[config.mk]
export PLATFORM = sky130hd
export DESIGN_NAME = spi_xfer_sequencer
export DESIGN_NICKNAME = d
export VERILOG_FILES = /design/src/rtl/spi_xfer_sequencer.sv
export SDC_FILE = /design/constraint.sdc
export NUM_CORES = 1
export LEC_CHECK = 0
export ABC_AREA = 1
export BUFFER_PORTS_ARGS = -buffer_cell sky130_fd_sc_hd__buf_4
export CORE_MARGIN = 2
export CORE_UTILIZATION = 35
export DETAILED_ROUTE_END_ITERATION = 8
export GPL_ROUTABILITY_DRIVEN = 0
export HOLD_SLACK_MARGIN = 0.06
export PLACE_DENSITY = 0.55
export SETUP_SLACK_MARGIN = 0.4
export SYNTH_ARGS = -nofsm -noshare
export SYNTH_HDL_FRONTEND = slang
export SYNTH_SLANG_ARGS = --single-unit
[constraint.sdc]
create_clock -name wb_clk_in -period 2.9 [get_ports wb_clk_in]
set_input_delay 0.145 -clock wb_clk_in [delete_from_list [all_inputs] [get_ports wb_clk_in]]
set_output_delay 0.145 -clock wb_clk_in [all_outputs]
set_load 0.05 [all_outputs]
[src/rtl/spi_xfer_sequencer.sv]
// Wishbone master that runs one spi_top character transfer per request descriptor.
// It programs ctrl/divider/ss/tx, sets go, polls go_busy, then reads rx and responds.
module spi_xfer_sequencer #(
  parameter int unsigned SS_NB   = 8,
  parameter int unsigned ACK_TO  = 16,
  parameter int unsigned XFER_TO = 4096
) (
  input  logic             wb_clk_in,
  input  logic             wb_rst_n_in,
  input  logic             req_valid,
  output logic             req_ready,
  input  logic [6:0]       req_char_len,
  input  logic [2:0]       req_mode,
  input  logic [15:0]      req_div,
  input  logic [SS_NB-1:0] req_ss,
  input  logic [31:0]      req_tx,
  output logic             rsp_valid,
  input  logic             rsp_ready,
  output logic [31:0]      rsp_rx,
  output logic             rsp_err,
  output logic [4:0]       wb_adr_o,
  output logic [31:0]      wb_dat_o,
  output logic [3:0]       wb_sel_o,
  output logic             wb_we_o,
  output logic             wb_stb_o,
  output logic             wb_cyc_o,
  input  logic [31:0]      wb_dat_i,
  input  logic             wb_ack_i,
  input  logic             wb_err_i
);

  localparam int unsigned AckW  = $clog2(ACK_TO + 1);
  localparam int unsigned PollW = $clog2(XFER_TO + 1);

  typedef enum logic [3:0] {
    StIdle, StWrCtrl, StWrDiv, StWrSs, StWrTx, StWrGo, StPoll, StRdRx, StAbort, StResp
  } state_e;
  typedef enum logic [1:0] {PhSetup, PhAccess, PhDone} phase_e;

  state_e            state_q, state_d;
  phase_e            phase_q, phase_d;
  logic [AckW-1:0]   acnt_q, acnt_d;
  logic [PollW-1:0]  pcnt_q, pcnt_d;
  logic              busy_q, busy_d;
  logic [31:0]       rx_q, rx_d;
  logic              err_q, err_d;
  logic              live_q;
  logic              latch_en;
  logic [6:0]        len_q;
  logic [2:0]        mode_q;
  logic [15:0]       div_q;
  logic [SS_NB-1:0]  ss_q;
  logic [31:0]       tx_q;

  logic [32:0] mask33;
  logic [31:0] ctrl_nogo, ctrl_go;
  logic        ack_to, xfer_to, access;

  assign mask33    = (33'd1 << len_q) - 33'd1;
  assign ctrl_nogo = {18'd0, 1'b1, 1'b0, mode_q, 1'b0, 1'b0, len_q};
  assign ctrl_go   = ctrl_nogo | 32'h0000_0100;
  assign ack_to    = (acnt_q == AckW'(ACK_TO - 1));
  assign xfer_to   = (state_q == StPoll) && (pcnt_q == PollW'(XFER_TO - 1));

  always_ff @(posedge wb_clk_in or negedge wb_rst_n_in) begin
    if (!wb_rst_n_in) begin
      state_q <= StIdle;
      phase_q <= PhSetup;
    end else begin
      state_q <= state_d;
      phase_q <= phase_d;
    end
  end

  always_comb begin
    state_d  = state_q;
    phase_d  = phase_q;
    acnt_d   = acnt_q;
    pcnt_d   = (state_q == StPoll) ? pcnt_q + PollW'(1) : '0;
    busy_d   = busy_q;
    rx_d     = rx_q;
    err_d    = err_q;
    latch_en = 1'b0;
    case (state_q)
      StIdle: begin
        if (req_valid && live_q) begin
          latch_en = 1'b1;
          rx_d     = '0;
          phase_d  = PhSetup;
          if (req_char_len == 7'd0 || req_char_len > 7'd32) begin
            state_d = StResp;
            err_d   = 1'b1;
          end else begin
            state_d = StWrCtrl;
            err_d   = 1'b0;
          end
        end
      end
      StResp: begin
        if (rsp_ready) state_d = StIdle;
      end
      default: begin
        case (phase_q)
          PhSetup: begin
            phase_d = PhAccess;
            acnt_d  = '0;
          end
          PhAccess: begin
            if (wb_err_i || (ack_to && !wb_ack_i)) begin
              phase_d = PhSetup;
              // Ack timeouts after go was set must try to clear go before giving up.
              if (!wb_err_i && (state_q == StWrGo || state_q == StPoll)) begin
                state_d = StAbort;
              end else begin
                state_d = StResp;
                err_d   = 1'b1;
                rx_d    = '0;
              end
            end else if (wb_ack_i) begin
              phase_d = PhDone;
              busy_d  = wb_dat_i[8];
              if (state_q == StRdRx) rx_d = wb_dat_i & mask33[31:0];
            end else begin
              acnt_d = acnt_q + AckW'(1);
            end
          end
          default: begin
            phase_d = PhSetup;
            case (state_q)
              StWrCtrl: state_d = StWrDiv;
              StWrDiv:  state_d = StWrSs;
              StWrSs:   state_d = StWrTx;
              StWrTx:   state_d = StWrGo;
              StWrGo:   state_d = StPoll;
              StPoll: begin
                if (busy_q) begin
                  phase_d = PhAccess;
                  acnt_d  = '0;
                end else begin
                  state_d = StRdRx;
                end
              end
              StRdRx:   state_d = StResp;
              default: begin
                state_d = StResp;
                err_d   = 1'b1;
                rx_d    = '0;
              end
            endcase
          end
        endcase
        if (xfer_to) begin
          state_d = StAbort;
          phase_d = PhSetup;
        end
      end
    endcase
  end

  always_ff @(posedge wb_clk_in or negedge wb_rst_n_in) begin
    if (!wb_rst_n_in) begin
      acnt_q <= '0;
      pcnt_q <= '0;
      busy_q <= 1'b0;
      rx_q   <= '0;
      err_q  <= 1'b0;
      live_q <= 1'b0;
      len_q  <= '0;
      mode_q <= '0;
      div_q  <= '0;
      ss_q   <= '0;
      tx_q   <= '0;
    end else begin
      acnt_q <= acnt_d;
      pcnt_q <= pcnt_d;
      busy_q <= busy_d;
      rx_q   <= rx_d;
      err_q  <= err_d;
      live_q <= 1'b1;
      if (latch_en) begin
        len_q  <= req_char_len;
        mode_q <= req_mode;
        div_q  <= req_div;
        ss_q   <= req_ss;
        tx_q   <= req_tx;
      end
    end
  end

  always_comb begin
    access    = (phase_q == PhAccess) && (state_q != StIdle) && (state_q != StResp);
    wb_cyc_o  = access;
    wb_stb_o  = access;
    wb_sel_o  = access ? 4'hF : 4'h0;
    wb_we_o   = 1'b0;
    wb_adr_o  = 5'h00;
    wb_dat_o  = 32'h0;
    if (access) begin
      case (state_q)
        StWrCtrl: begin wb_we_o = 1'b1; wb_adr_o = 5'h10; wb_dat_o = ctrl_nogo;        end
        StWrDiv:  begin wb_we_o = 1'b1; wb_adr_o = 5'h14; wb_dat_o = {16'd0, div_q};   end
        StWrSs:   begin wb_we_o = 1'b1; wb_adr_o = 5'h18; wb_dat_o = 32'(ss_q);        end
        StWrTx:   begin wb_we_o = 1'b1; wb_adr_o = 5'h00; wb_dat_o = tx_q;             end
        StWrGo:   begin wb_we_o = 1'b1; wb_adr_o = 5'h10; wb_dat_o = ctrl_go;          end
        StPoll:   wb_adr_o = 5'h10;
        StAbort:  begin wb_we_o = 1'b1; wb_adr_o = 5'h10; wb_dat_o = ctrl_nogo;        end
        default:  wb_adr_o = 5'h00;
      endcase
    end
    req_ready = (state_q == StIdle) && live_q;
    rsp_valid = (state_q == StResp);
    rsp_rx    = rsp_valid ? rx_q : 32'h0;
    rsp_err   = rsp_valid && err_q;
  end

endmodule

== After elaboration in Yosys (flattened, before gate mapping) ==
Cells that the tools add are included.

* Bitwise gates (word level): 4
* $add $sub $neg: 3
* Magnitude comparators: 1
* Eq/ne operators: 28
* Reduce and logical (&&, ||, !) cells: 30
* Shifts and indexed selects: 1
* Muxes and demuxes: 49

{| class="wikitable"
|+ Operators with widths
! kind !! count
|-
| $mux 32 || 8
|-
| $pmux 32 s5 || 1
|-
| $pmux 32 s2 || 2
|-
| $and 32x32->32 || 1
|-
| $shl 1x7->32 const A || 1
|-
| $sub 32x1->32 const B || 1
|-
| $mux 4 || 7
|-
| $mux 5 || 5
|-
| $pmux 4 s6 || 1
|-
| $eq 4x3->1 const B || 4
|-
| $pmux 4 s2 || 2
|-
| $pmux 5 s3 || 1
|-
| $add 13x1->13 const B || 1
|-
| $eq 13x12->1 const B || 1
|-
| $mux 13 || 1
|-
| $mux 1 || 12
|-
| $ne 4x3->1 const B || 3
|-
| $ne 5x4->1 const B || 2
|-
| $pmux 5 s2 || 1
|-
| $reduce_and 5->1 || 2
|-
| $eq 4x2->1 const B || 2
|-
| $eq 4x4->1 const B || 2
|-
| $logic_and 1x1->1 || 8
|-
| $mux 2 || 4
|-
| other kinds (29) || 43
|}

* Input port bits: 104
* Flip-flop bits (word level): 125

== Depth between registers and ports, before layout ==
* Word-level depth: 8
* Mapped depth: 16
* Gate-level depth less buffers: 16

== Worst setup path before layout ==
OpenSTA, ideal clock, no wires.

* Kind: reg2out
* Start: register state_q[0]
* End: output port wb_dat_o[12]
* Required time: 2.755 ns
* Path buffers: 1
* Arrival: 2.760 ns
* Slack: -0.005 ns
* Cell stages (with the launch flop): 11
* Path through: dfrtp_1 inv_2 nor2_2 nand3_1 buf_2 inv_2 nor2_4 inv_2 nor2_1 a22oi_1 inv_1

* Cells in the longest elaborated chain, start to end: 4

{| class="wikitable"
|+ RTL lines
! element !! line !! text
|-
| from (decl) || 40 || <nowiki>state_e state_q, state_d;</nowiki>
|-
| from (signal assigned) || 67 || <nowiki>state_q <= StIdle;</nowiki>
|-
| from (signal assigned) || 70 || <nowiki>state_q <= state_d;</nowiki>
|-
| $reduce_bool 4->1 || 191 || <nowiki>access = (phase_q == PhAccess) && (state_q != StIdle) && (state_q != StResp);</nowiki>
|-
| $logic_and 1x1->1 || 191 ||
|-
| $logic_and 1x1->1 * || 191 ||
|-
| named net wb_cyc_o || 26 || <nowiki>output logic wb_cyc_o,</nowiki>
|-
| $mux 32 * || 198 || <nowiki>if (access) begin</nowiki>
|-
| to (decl) || 22 || <nowiki>output logic [31:0] wb_dat_o,</nowiki>
|}

The timed path passes the listed nets; every way through them passes the cells marked *.

== Worst setup path after layout ==
* Start: register len_q[3]
* End: register rx_q[29]

* Cells in the longest elaborated chain, start to end: 8

{| class="wikitable"
|+ RTL lines
! element !! line !! text
|-
| from (decl) || 49 || <nowiki>logic [6:0] len_q;</nowiki>
|-
| from (signal assigned) || 181 || <nowiki>len_q <= req_char_len;</nowiki>
|-
| $shl 1x7->32 || 59 || <nowiki>assign mask33 = (33'd1 << len_q) - 33'd1;</nowiki>
|-
| $sub 32x1->32 || 59 ||
|-
| $and 32x32->32 || 122 || <nowiki>if (state_q == StRdRx) rx_d = wb_dat_i & mask33[31:0];</nowiki>
|-
| $mux 32 || 122 ||
|-
| $mux 32 || 119 || <nowiki>end else if (wb_ack_i) begin</nowiki>
|-
| $mux 32 || 109 || <nowiki>if (wb_err_i || (ack_to && !wb_ack_i)) begin</nowiki>
|-
| $pmux 32 s2 || 103 || <nowiki>case (phase_q)</nowiki>
|-
| $pmux 32 s2 || 84 || <nowiki>case (state_q)</nowiki>
|-
| to (signal assigned) || 177 || <nowiki>rx_q <= rx_d;</nowiki>
|-
| to (decl) || 45 || <nowiki>logic [31:0] rx_q, rx_d;</nowiki>
|}

Every way passes these cells. The select of a mux whose other input is x is not followed.
A chain may end at the register's enable or synchronous reset.

==> results_dict.tcl <==
set metrics [dict create \
    grt_usage_pct 20.1 \
    antenna_left 0 \
    routed_wl_um 22200 \
    synthTopCellsByCount "200 x nand2_1, 148 x nor2_1, 137 x inv_1" \
    wire_per_inst_um 14.6 \
    critPathMaxStageDelay_ns 0.64 \
    synth.avg_cell_area_um2 7.63 \
    dpl.cell_count 1376 \
    ir_worst_vdd_mv 0.513 \
    grt.busiest_layer "met2" \
    hold_path.class "in2reg" \
    report.final.hold_viol_count 0 \
    max_slew_margin_pct 34.0 \
    grt_antenna_before_repair 0 \
    powerDensity_nw_per_um2 989 \
    synthFlopType "dfrtp_1" \
    grtUsageMet1_pct 28.0 \
    worstPathMaxFanout 14 \
    path_delay_family "simple AND/OR/NAND/NOR gates" \
    crit_chain "inv_2, nand4_1, inv_1, nand2_1, nand3_1, nor3_1, nand2_1, nor3_1, nand2_1, nand2_1" \
    synth-xor-area-share_pct 0.480 \
    fin_hold_ws_ns 0.0736 \
    synth_most_common_cell "nand2_1" \
    critPathSlowestCell "dfrtp_1" \
    avgViaCountPerCell 4.77 \
    leakagePower_nw 5.37 \
    rsz0062_at_grt "yes" \
    critPathLaunchType "register" \
    grt_pass1_wl_um 35400 \
    cts_buffers 17 \
    die_w_um 148 \
    drv_slew 0 \
    final_util_pct 52.3 \
    grt_max_degree 89 \
    worstMarginPinSlew_ns 0.990 \
    io_pins 183 \
    power_switching_mw 4.90 \
    synth_cell_type_count 42 \
    switching_share_pct 46.5 \
    grt_pass1_vias 6915 \
    synth_mux_area_share_pct 6.79 \
    required_ns 3.26 \
    met3_usage_pct 4.39 \
    fp.dieArea_um2 22000 \
    synth_area_leader_cell "dfrtp_1" \
    synth_top_family_by_area "simple AND/OR/NAND/NOR gates" \
    syn_inst 956 \
    syn_to_final_growth_pct 46.0 \
    synth-simple-area-share_pct 29.9 \
    stdcell_area_um2 10600 \
    placed_cell_area_um2 8900 \
    period_share_pct 81.6 \
    critPathCaptureType "register" \
    clk_pin_slew_worst_paths_ns 0.07 \
    synth-edff-count 0 \
    finalCriticalPeriod_ns 2.37 \
    power.internal_mw 5.63 \
    rows 52 \
    grt-ovfl-total 0 \
    antenna_cells 0 \
    critPathArrivalTime_ns 2.72 \
    hpwl_um 15500 \
    p_seq_share_pct 27.4 \
    fp.dieH_um 148 \
    fin_skew_ns 0.0103 \
    cts_sinks 125 \
    coreArea_um2 20400 \
    setup-violations-final 0 \
    status "completed" \
    synth-compound-area-share_pct 8.44 \
    fin_cells 1517 \
    drive_gt1_share_pct 27.3 \
    synthArstFlopShare_pct 100 \
    via_count 7237 \
    fin_tns_setup_ns 0 \
    synth.ff_latch_count 125 \
    drc 0 \
    path_class "reg2reg" \
    cap_violations 0 \
    yosys-top-cells-area "dfrtp_1 43%, nand2_1 10%, nor2_1 7.6%" \
    finalNetCount 1342 \
    clock_latency_ns 0.42 \
    grt_util_met2_pct 31.7 \
    netlist_area_um2 7290 \
    cp_num_buf_inv 2 \
    cts_tree "done" \
    firstDrtPassIters 6 \
    synth_top_area_share_pct 42.9 \
    start_util_pct 35.8 \
    power_frac_comb_pct 51.2 \
    ys_seq_area_share_pct 42.9 \
    synth_warnings 0 \
    fmax_mhz 423 \
    crit_top_cell "nand2_1" \
    clkPwrFrac_pct 21.4 \
    port_buffers 180 \
    synth_adder_area_share_pct 0.686 \
    cts_max_path_buffers 2 \
    cts_htree_levels 4 \
    cts_root_buffer "clkbuf_16" \
    drtIter0Drc 380 \
]
## worst reg2reg max path: cells and delay by family, from the launching register on
kind                   cells  cell delay [ns]
AND/OR/NAND/NOR            8             1.38
flip-flops                 1             0.64
buffers and inverters      2             0.28
## state kept, by name, indices dropped and copies added (netlist names), 3 cells and up
register / cells
tx_q: 32
ss_q: 8
acnt_q: 5
mode_q: 3
len_q: 7
div_q: 16
state_q: 4
rx_q: 32
pcnt_q: 13
## layer usage
layer | up-vias | part of all wire [%]
met2 | 227 | 46
met5 | - | 0
met1 | 3373 | 47
met3 | 20 | 5.2
li1 | 3617 | -
met4 | 0 | 1.4
## kinds of logic (layout without fill, tap and decap cells)
| family | count (synthesis) | count (layout) |
|---|---|---|
| and+or+nand+nor | 490 | 493 |
| xor gates and xnor gates | 4 | 4 |
| DFF | 125 | 125 |
| other | 2 | 3 |
| muxes | 44 | 44 |
| adders and majority gates | 4 | 4 |
| buffers and inverters | 186 | 473 |
| AOI/OAI and AO/OA | 101 | 101 |
## per-stage QoR
step | setup slack, ns | power, mW
after floorplan | 0.194 | 6.70
after global placement | 0.479 | 7.89
after detailed placement | 0.455 | 7.91
after CTS | 0.426 | 10.4
after global routing | 0.353 | 11.3
final | 0.534 | 10.5
## placed cells by master, fill, tap and decap left out, drive strengths merged
cell type      n
a22oi         12
nand3b         5
a221oi         2
and2           1
a41oi          1
ha             4
a211oi         2
clkinvlp       5
dlygate4sd3   96
nand2        205
nor3b          1
conb           3
xor2           3
o21ai         38
nand4         26
mux2          44
o221a          1
clkbuf        18
a31oi         11
a21oi         28
o22ai          6
buf          198
inv          153
bufinv         3
nor2         168
nor3          18
xnor2          1
nor4           2
dfrtp        125
nand3         67
## timing repair
| item | CTS | global route |
|---|---|---|
| pin swaps | 1 | 6 |
| hold buffers | 96 | 0 |
| cloned | 0 | 3 |
| resized for setup | 4 | 12 |
| setup endpoints to repair | 20 | 57 |
| endpoints found under the hold margin | 140 | 0 |
| setup buffers | 1 | 9 |
## power groups by stage
stage / Sequential, mW / Combinational, mW / Clock, mW
after floorplan: 2.74 / 3.96 / 0
after global placement: 2.89 / 5.00 / 0
after detailed placement: 2.90 / 5.01 / 0
after CTS: 2.88 / 5.17 / 2.31
after global routing: 2.98 / 5.95 / 2.39
final: 2.89 / 5.39 / 2.26
## area by class of cell
| class | count | area [um2] |
|---|---|---|
| fill | 1944 | 9720 |
| multi-input combinational | 649 | 3540 |
| sequential | 125 | 3130 |
| timing repair buffer | 294 | 2470 |
| inverter | 147 | 561 |
| clock buffer | 18 | 429 |
| tap | 270 | 338 |
| clock inverter | 14 | 181 |
## path summary, 6_finish.rpt
path,start,to,slack [ns],cells after the start
worst max-delay path,len_q[3]$_DFFE_PN0P_,rx_q[29]$_DFFE_PN0P_,0.53,10
worst min-delay path,wb_dat_i[22],rx_q[22]$_DFFE_PN0P_,0.07,5
worst max register to register,len_q[3]$_DFFE_PN0P_,rx_q[29]$_DFFE_PN0P_,0.53,10
worst min register to register,rx_q[17]$_DFFE_PN0P_,rx_q[17]$_DFFE_PN0P_,0.48,2
max in group asynchronous,wb_rst_n_in,rx_q[12]$_DFFE_PN0P_,1.76,3
min in group asynchronous,wb_rst_n_in,div_q[12]$_DFFE_PN0P_,0.26,2
No activity file was read; power rests on OpenSTA's default activity.
